**src/rtl/display_scan_pkg.sv**
```systemverilog
// Shared types and constants for the seven-segment scan controller.
// Glyphs are active-low, seg[0]=a .. seg[6]=g.
package display_scan_pkg;

   typedef enum logic {
      SHOW,
      BLANK
   } state_t;

   localparam logic [6:0] SEG_OFF = 7'h7F;
   localparam logic [3:0] AN_OFF  = 4'hF;

   localparam logic [6:0] GLYPH [16] = '{
      7'h40, 7'h79, 7'h24, 7'h30,
      7'h19, 7'h12, 7'h02, 7'h78,
      7'h00, 7'h10, 7'h08, 7'h03,
      7'h46, 7'h21, 7'h06, 7'h0E
   };

endpackage

```
**src/rtl/display_scan_ctrl_if.sv**
```systemverilog
// Digit sources in, board-side segment/anode pins out.
// master = piano control logic, slave = scan controller.
interface display_scan_ctrl_if;

   logic [3:0] digit0;
   logic [3:0] digit1;
   logic [3:0] digit2;
   logic [3:0] digit3;
   logic [3:0] digit_en;
   logic [6:0] seg;
   logic [3:0] an;
   logic       frame_start;

   modport master (
      output digit0, digit1, digit2, digit3, digit_en,
      input  seg, an, frame_start
   );

   modport slave (
      input  digit0, digit1, digit2, digit3, digit_en,
      output seg, an, frame_start
   );

endinterface

```
**src/rtl/hex_to_seg.sv**
```systemverilog
// Combinational hex to active-low seven-segment glyph lookup.
module hex_to_seg
   import display_scan_pkg::*;
(
   input  logic [3:0] hex,
   output logic [6:0] seg
);

   assign seg = GLYPH[hex];

endmodule

```
**src/rtl/display_scan_ctrl.sv**
```systemverilog
// Four-digit seven-segment scan controller with per-frame snapshot.
// Define DISPLAY_SCAN_BLANK_EN for an all-off gap between digits.
module display_scan_ctrl
   import display_scan_pkg::*;
#(
   parameter int PRESCALE     = 100000,
   parameter int BLANK_CYCLES = 1000
) (
   input  logic                clk,
   input  logic                reset,
   display_scan_ctrl_if.slave  dif
);

   localparam int CMAX = (PRESCALE > BLANK_CYCLES) ?
                         PRESCALE : BLANK_CYCLES;
   localparam int CW   = (CMAX > 2) ? $clog2(CMAX) : 1;

   localparam logic [CW-1:0] P_LAST = CW'(PRESCALE - 1);
`ifdef DISPLAY_SCAN_BLANK_EN
   localparam logic [CW-1:0] B_LAST = CW'(BLANK_CYCLES - 1);
`endif

   state_t               state_q, state_n;
   logic [1:0]           idx_q, idx_n;
   logic [CW-1:0]        cnt_q, cnt_n;
   logic [3:0][3:0]      snap_q, snap_n;
   logic [3:0]           en_q, en_n;
   logic                 pend_q, pend_n;
   logic [3:0]           an_n;
   logic [6:0]           seg_n;
   logic                 load;
   logic                 wrap;
   logic                 lit;
   logic [6:0]           glyph;

   hex_to_seg u_hex (
      .hex (snap_n[idx_n]),
      .seg (glyph)
   );

   always_comb begin
      state_n = state_q;
      idx_n   = idx_q;
      cnt_n   = cnt_q + 1'b1;
      snap_n  = snap_q;
      en_n    = en_q;
      pend_n  = pend_q;
      wrap    = 1'b0;
      case (state_q)
         SHOW: begin
            if (cnt_q == P_LAST) begin
               cnt_n = '0;
`ifdef DISPLAY_SCAN_BLANK_EN
               state_n = BLANK;
`else
               idx_n = idx_q + 2'd1;
               wrap  = (idx_q == 2'd3);
`endif
            end
         end
         BLANK: begin
`ifdef DISPLAY_SCAN_BLANK_EN
            if (cnt_q == B_LAST) begin
               cnt_n   = '0;
               idx_n   = idx_q + 2'd1;
               wrap    = (idx_q == 2'd3);
               state_n = SHOW;
            end
`else
            state_n = SHOW;
`endif
         end
         default: state_n = SHOW;
      endcase

      // Reload on frame wrap, or on the first edge after reset.
      load = wrap || pend_q;
      if (load) begin
         snap_n = {dif.digit3, dif.digit2,
                   dif.digit1, dif.digit0};
         en_n   = dif.digit_en;
         pend_n = 1'b0;
      end

      lit   = (state_n == SHOW) && en_n[idx_n];
      an_n  = lit ? ~(4'b0001 << idx_n) : AN_OFF;
      seg_n = lit ? glyph : SEG_OFF;
   end

   always_ff @(posedge clk) begin
      if (reset) begin
         state_q         <= SHOW;
         idx_q           <= '0;
         cnt_q           <= '0;
         snap_q          <= '0;
         en_q            <= '0;
         pend_q          <= 1'b1;
         dif.an          <= AN_OFF;
         dif.seg         <= SEG_OFF;
         dif.frame_start <= 1'b0;
      end else begin
         state_q         <= state_n;
         idx_q           <= idx_n;
         cnt_q           <= cnt_n;
         snap_q          <= snap_n;
         en_q            <= en_n;
         pend_q          <= pend_n;
         dif.an          <= an_n;
         dif.seg         <= seg_n;
         dif.frame_start <= load;
      end
   end

endmodule

```
**src/flat_wrapper.sv**
```systemverilog
// flat-port wrapper written by rule: the top's interface ports become plain ports
module display_scan_ctrl_flat import display_scan_pkg::*;
#(
   parameter int PRESCALE     = 100000,
   parameter int BLANK_CYCLES = 1000
)
  (clk, reset, dif_digit0, dif_digit1, dif_digit2, dif_digit3, dif_digit_en, dif_seg, dif_an, dif_frame_start);
  display_scan_ctrl_if dif_i ();
  input  logic clk;
  input  logic reset;
  input wire logic [$bits(dif_i.digit0)-1:0] dif_digit0;
  input wire logic [$bits(dif_i.digit1)-1:0] dif_digit1;
  input wire logic [$bits(dif_i.digit2)-1:0] dif_digit2;
  input wire logic [$bits(dif_i.digit3)-1:0] dif_digit3;
  input wire logic [$bits(dif_i.digit_en)-1:0] dif_digit_en;
  output wire logic [$bits(dif_i.seg)-1:0] dif_seg;
  output wire logic [$bits(dif_i.an)-1:0] dif_an;
  output wire logic [$bits(dif_i.frame_start)-1:0] dif_frame_start;
  assign dif_i.digit0 = dif_digit0;
  assign dif_i.digit1 = dif_digit1;
  assign dif_i.digit2 = dif_digit2;
  assign dif_i.digit3 = dif_digit3;
  assign dif_i.digit_en = dif_digit_en;
  assign dif_seg = dif_i.seg;
  assign dif_an = dif_i.an;
  assign dif_frame_start = dif_i.frame_start;
  display_scan_ctrl #(.PRESCALE(PRESCALE), .BLANK_CYCLES(BLANK_CYCLES)) u_core (.clk(clk), .reset(reset), .dif(dif_i));
endmodule
```
**config.mk**
```make
export PLATFORM = sky130hd
export DESIGN_NAME = display_scan_ctrl_flat
export DESIGN_NICKNAME = d
export VERILOG_FILES = /design/src/rtl/display_scan_pkg.sv /design/src/rtl/display_scan_ctrl_if.sv /design/src/rtl/hex_to_seg.sv /design/src/rtl/display_scan_ctrl.sv /design/src/flat_wrapper.sv
export SDC_FILE = /design/constraint.sdc
export NUM_CORES = 1
export LEC_CHECK = 0
export CORE_MARGIN = 2
export CORE_UTILIZATION = 35
export CTS_CLUSTER_SIZE = 12
export DETAILED_ROUTE_END_ITERATION = 10
export PLACE_DENSITY = 0.59
export SYNTH_ARGS = -nofsm -noshare
export SYNTH_HDL_FRONTEND = slang
export SYNTH_SLANG_ARGS = --single-unit
export TNS_END_PERCENT = 1
```
**constraint.sdc**
```tcl
create_clock -name clk -period 3.3 [get_ports clk]
set_input_delay 0.66 -clock clk [delete_from_list [all_inputs] [get_ports clk]]
set_output_delay 0.66 -clock clk [all_outputs]
set_load 0.02 [all_outputs]
```
## Yosys cells after proc, flatten, opt, wreduce, memory -nomap -nowiden

Memories as Yosys holds them, arrays and structs flattened. A register that Yosys moved wholly into a read port is not among the register bits.
Cells that the tools add are included.

- Reduce and logical (&&, ||, !) cells: 3
- Bitwise logic cells: 3
- Mux-type cells: 8
- $add $sub $neg: 2
- Shift-type cells: 1
- Eq/ne operators: 2
- Magnitude comparators: 1

Operator list:

| operator | count |
|---|---|
| 17-bit by 1-bit adder with 17-bit output (second input constant) | 1 |
| 17-bit == test (second input constant) | 1 |
| 16-bit two-way mux | 1 |
| 4-bit binary-select mux with 2-bit select | 1 |
| 4-bit two-way mux | 2 |
| 4-bit NOT with 5-bit output | 1 |
| 4-bit NOT | 1 |
| 2-bit OR reduction | 2 |
| 1-bit by 2-bit << shifter with 4-bit output (first input constant) | 1 |
| 2-bit by 3-bit < comparator with 1-bit output (second input constant) | 1 |
| 2-bit by 1-bit adder with 2-bit output (second input constant) | 1 |
| 1-bit binary-select mux with 2-bit select | 1 |
| 2-bit == test (second input constant) | 1 |
| 1-bit two-way mux | 2 |
| 2-bit two-way mux | 1 |
| 1-bit logical OR | 1 |
| 1-bit NOT | 1 |

- Output and inout bits: 12
- Memories kept: 1
- ROM bits: 112
- Input bits: 22
- Flip-flop bits (word level): 45

Memories:

| name | depth | bits a word | rd ports | clocked after Yosys merged registers in | wr ports | RTL line | text |
|---|---|---|---|---|---|---|---|
| (no name shown) | 16 | 7 | 1 | 1 | 0 | hex_to_seg.sv:9 | `assign seg = GLYPH[hex];` |

## Longest topological paths before layout

- Depth after elaboration: 8
- Gate-level depth with buffers: 16
- Gate-level depth less buffers: 13

## Modules after synthesis

A second synthesis with hierarchy kept.

- Cells, all modules: 252
- Area total of the unflattened synthesis: 2431.1 µm²

Modules (own cells, without submodules):

| module | area an instance (µm²) | times used | cells each |
|---|---|---|---|
| display_scan_ctrl | 2168.3 | 1 | 221 |
| hex_to_seg | 262.8 | 1 | 31 |

## Worst setup path after synthesis

OpenSTA, ideal clock, no wires.

- Kind: reg-to-reg
- Start: register u_core.cnt_q[0]
- End: register u_core.dif.seg[5]
- Stages on the path, launching flop included: 16
- Buffers on the path: 3
- Setup slack: 0.360 ns
- Data arrival time: 2.820 ns
- Cell sequence: dfxtp_1 > ha_1 > and4_4 > and4_1 > buf_6 > a21oi_2 > buf_6 > buf_2 > mux2i_1 > a22oi_1 > nand2_1 > inv_1 > ha_1 > inv_1 > mux2i_1 > a211o_1

- Word-level cells in the longest chain between the ends: 8
- Elaborated cells on any way between the ends: 13
- Those cells by class: eq/ne: 1; mux: 8; bitwise: 2; reduce/logical: 2

RTL lines:

| what | RTL line | text |
|---|---|---|
| from (decl) | display_scan_ctrl.sv:25 | `logic [CW-1:0] cnt_q, cnt_n;` |
| from (signal assigned) | display_scan_ctrl.sv:104 | `cnt_q <= cnt_n;` |
| 17-bit == test (*) | display_scan_ctrl.sv:51 | `if (cnt_q == P_LAST) begin` |
| 1-bit two-way mux | display_scan_ctrl.sv:51 |  |
| 1-bit logical OR | display_scan_ctrl.sv:77 | `load = wrap \|\| pend_q;` |
| 4-bit two-way mux | display_scan_ctrl.sv:78 | `if (load) begin` |
| 1-bit binary-select mux with 2-bit select | display_scan_ctrl.sv:85 | `lit = (state_n == SHOW) && en_n[idx_n];` |
| 1-bit two-way mux (not written as such) | display_scan_ctrl.sv:85 |  |
| 1-bit NOT (no source line) | n/a |  |
| 2-bit OR reduction (no source line) | n/a |  |
| to (decl) | display_scan_ctrl_if.sv:21 | `output seg, an, frame_start` |

Mark *: on every way between the ends. The rest lies on a longest branch, timed or not. The select of a mux whose other input is x is not followed.
A chain may end at the register's enable or synchronous reset.

## Worst setup path after layout

Ends and elaborated chain as after synthesis.

==> results.md <==
- The floorplan step defined a die boundary enclosing 7930 sq um.
- Clock-pin slew was measured on the worst setup and hold paths at 0.09 ns.
- The slew at the pin closest to its max-slew limit is 0.643 ns.
- The type of element capturing the critical path is a register.
- The H-tree was split into 2 levels.
- The clock tree skew after final layout is 0.00440 ns.
- The maximum buffer depth of the clock tree is 2.
- After the first detailed-routing iteration, the DRC count stood at 62.
- After detailed routing, the number of remaining DRC violations is 0.
- The routability congestion estimate is 0.786.
- The power density over cell area is about 460 nW/um^2.
- The placeable core area is just over 7000 sq um.
- The overall global routing resource usage is 13.2%.
- For the worst flop-to-flop path, the logic depth is 13.
- The number of enable flip-flop cells after synthesis is 0.
- The half-perimeter wire length after placement is 3710 microns.
- In this run the critical register-to-register path is launched from u_core.cnt_q[0].
- For this block, the routed nets add up to 5020 microns of wire.
- The clock sink count is 52.
- The class of the most critical hold timing path is reg -> reg.
- Cells fill a little over two fifths of the core in the end.
- The sequential share of the synthesized area is 41.1%.
- The overflow left after global routing is 0.
- The count of standard-cell rows is 31.
- The detailed-route wire length per cell is approximately 13 microns.
- The start point of the critical path is u_core.cnt_q[0].
- The die height is 89.1 microns.
- The most common library cell in the layout ignoring fill and taps is sky130_fd_sc_hd__dfxtp_1.
- Compared with the post-synthesis result, the final layout area differs by 23.5%.
- In the final layout, the share of cells above drive strength 1 is 14.4%.
- The instance count along the most critical hold path is 2.
- The post-synthesis net count is 294.
- Along the worst path, the maximum fanout reaches 11.
- The final critical-path required period is 3.12 ns.
- The average size of a mapped cell is about 9.6 sq um.
- CTS placed an instance of sky130_fd_sc_hd__clkbuf_8 at the clock tree root.
- Setup repair after global routing could not meet its margin everywhere.
- The run finished with clean final reports.
- The wire length of the first global-routing pass is roughly 8000 microns.
- In this run the tightest slew margin relative to its limit is a little under three fifths.
- The nature of the critical path startpoint is a register.
- The yosys synthesis warning count is 0.
- The number of max-slew violations in the final report is 0.
- The startpoint of the tightest hold check path is u_core.en_q[3].
- Summing every instance area after synthesis gives around 2500 sq um.
- Entering global routing, the biggest net connects 22 pins.
- OpenSTA, run right after detailed placement, puts the worst setup slack at between 0.08 and 0.09 ns.
- The critical-path cell with the highest stage delay is sky130_fd_sc_hd__dfxtp_1.
- The ratio of final minimum period to clock period is between 90% and 100%.
- In this run, synthesis produced a sequential element count of 52.
- The via density per instance is 4.86.
- The number of antenna violations at the first check in global routing is 0.
- Static timing analysis puts the maximum clock frequency at 0.321 GHz.
- On the worst path, the slowest cell contributes a delay of 0.34 ns.
- The via count of the routed design is 1934.
- Walking the worst path, the cells encountered are ha_1 > and4_4 > and4_2 > a21oi_2 > buf_4 > mux2i_1 > a22oi_1 > nand2_1 > inv_1 > ha_1 > inv_1 > mux2i_1 > a211o_1.
- The leakage power is 1.21 nW.
- Once the floorplan was initialized, standard cells occupied 35.5% of the core.
- The via count of the first global-routing pass is between 1500 and 2000.
- Setup slack on the critical path of the routed design comes to 0.181 ns.
- The antenna diode count is 0.
- The setup TNS is 0 ns.
- The maximum vdd ir drop is 0.000194 V.
- In the layout the commonest cells are sky130_fd_sc_hd__dfxtp_1, sky130_fd_sc_hd__nor2_1, sky130_fd_sc_hd__clkdlybuf4s50_1.
- Among all flip-flop cells after synthesis, the most frequent one is sky130_fd_sc_hd__dfxtp_1.
- Leaving out filler cells and counting taps, the final layout contains 398.
- The placed cell count is ~400.
- Yosys mapped the design onto 54 distinct sky130hd cell types.
- Data on the critical path is required at its endpoint by between 3 and 4 ns.
- In this run the remaining antenna-violating nets after routing total 0.
- TritonCTS created 5 clock buffers.
- The type of the setup path with the least slack is reg -> reg.
- Measured along the x axis, the die boundary spans 89.1 microns.
- The I/O pin count is 34.
- The first detailed-routing pass took 4 iterations.
- The final hold violation count is 0.
- Setup violations remaining at the end of the flow were counted as 0.
- The number of max-capacitance violations reported is 0.
- Of all flip-flops after synthesis, the portion carrying an async set or reset was 0%.
- The arrival time of the worst setup path is approximately 3.3 ns.
- Synthesis handed over a netlist of 264 instances.
- TritonCTS built the clock tree.
- Buffers placed on the I/O ports in this run total 33.
- The number of nets in the layout is 328.
- The later pin in the worst-skew pair is clocked with a latency of 0.31 ns.
final timing paths:
| kind | endpoint | slack [ns] |
|---|---|---|
| max | u_core.dif.seg[5] | 0.18 |
| min | u_core.en_q[3] | 0.47 |
| min reg2reg | u_core.en_q[3] | 0.47 |
| max reg2reg | u_core.dif.seg[5] | 0.18 |
state kept, by name (all words and copies together) (netlist names):
register and count:
u_core.dif.seg 7, u_core.dif.frame_start 1, u_core.idx_q 2, u_core.pend_q 1, u_core.snap_q 16, u_core.en_q 4, u_core.dif.an 4, u_core.cnt_q 17
cell usage after synthesis, types with 3 or more instances:
cell | n | area [sq um]
sky130_fd_sc_hd__mux2i_1 | 19 | 190
sky130_fd_sc_hd__a22oi_1 | 8 | 60.1
sky130_fd_sc_hd__dfxtp_1 | 52 | 1040
sky130_fd_sc_hd__nor2b_1 | 3 | 18.8
sky130_fd_sc_hd__nor3_1 | 5 | 25.0
sky130_fd_sc_hd__xor2_1 | 11 | 96.3
sky130_fd_sc_hd__ha_1 | 8 | 100
sky130_fd_sc_hd__nor2_1 | 42 | 158
sky130_fd_sc_hd__clkbuf_1 | 6 | 22.5
sky130_fd_sc_hd__inv_1 | 5 | 18.8
sky130_fd_sc_hd__buf_6 | 4 | 45.0
sky130_fd_sc_hd__a21oi_1 | 11 | 55.1
sky130_fd_sc_hd__nand3_1 | 7 | 35.0
sky130_fd_sc_hd__nand2_1 | 26 | 97.6
layout make-up:
type | instances | area (sq um)
fillers | 726 | 4010
multi-input cells | 194 | 1400
flip-flops and latches | 52 | 1040
repair buffers | 40 | 383
well taps | 99 | 124
clock inverters | 3 | 90.1
clock buffers | 5 | 68.8
inverters | 5 | 18.8
layer usage:
metal / up-vias / part of all wire [%] / GRT usage, %
met2: 44 / 44 / 19.7
li1: 996 / - / -
met1: 886 / 50 / 19.0
met5: - / 0 / 0
met4: 0 / 1.5 / 4.21
met3: 8 / 4.3 / 2.86
repair_timing:
| action | 4_1_cts | 5_1_grt |
|---|---|---|
| setup endpoints to repair | 0 | 5 |
| resized for setup | 0 | 6 |
| buffers inserted | 0 | 0 |
| hold buffers | 0 | 0 |
critical path, delay by kind of cell, from the launching register on:
kind / cells / cell delay [ns]
compound gates: 3 / 0.57
fa+ha+maj: 2 / 0.50
buf+inv: 3 / 0.50
flops: 1 / 0.34
mux: 2 / 0.34
simple gates: 3 / 0.76
power by group:
| part | total, W | switching [W] | internal, W |
|---|---|---|---|
| clock | 0.000590 | 0.000211 | 0.000379 |
| sequential | 0.000665 | 0.0000106 | 0.000654 |
| combinational | 0.000175 | 0.0000911 | 0.0000837 |
kinds of logic (layout without fill, tap and decap cells):
kind of cell / after synthesis / in the layout / synth area share [%]
adder cells (fa/ha/maj): 8 / 8 / 3.95
buffers and inverters: 18 / 53 / 4.45
AND/OR/NAND/NOR: 102 / 102 / 20.5
AO/OA/AOI/OAI: 46 / 46 / 14.8
multiplexers: 23 / 23 / 9.49
XOR/XNOR: 15 / 15 / 5.78
flip-flops: 52 / 52 / 41.1
stage by stage:
| stage | power [W] | hold slack, ns | instance area, sq um |
|---|---|---|---|
| after floorplan | 0.000793 | 0.430 | 2530 |
| after global placement | 0.000854 | 0.445 | 2950 |
| after detailed placement | 0.000855 | 0.458 | 2950 |
| after CTS | 0.00145 | 0.470 | 3100 |
| after global routing | 0.00149 | 0.509 | 3130 |
| final | 0.00143 | 0.465 | 3130 |
Note: power is estimated with default switching activity, not from simulation.
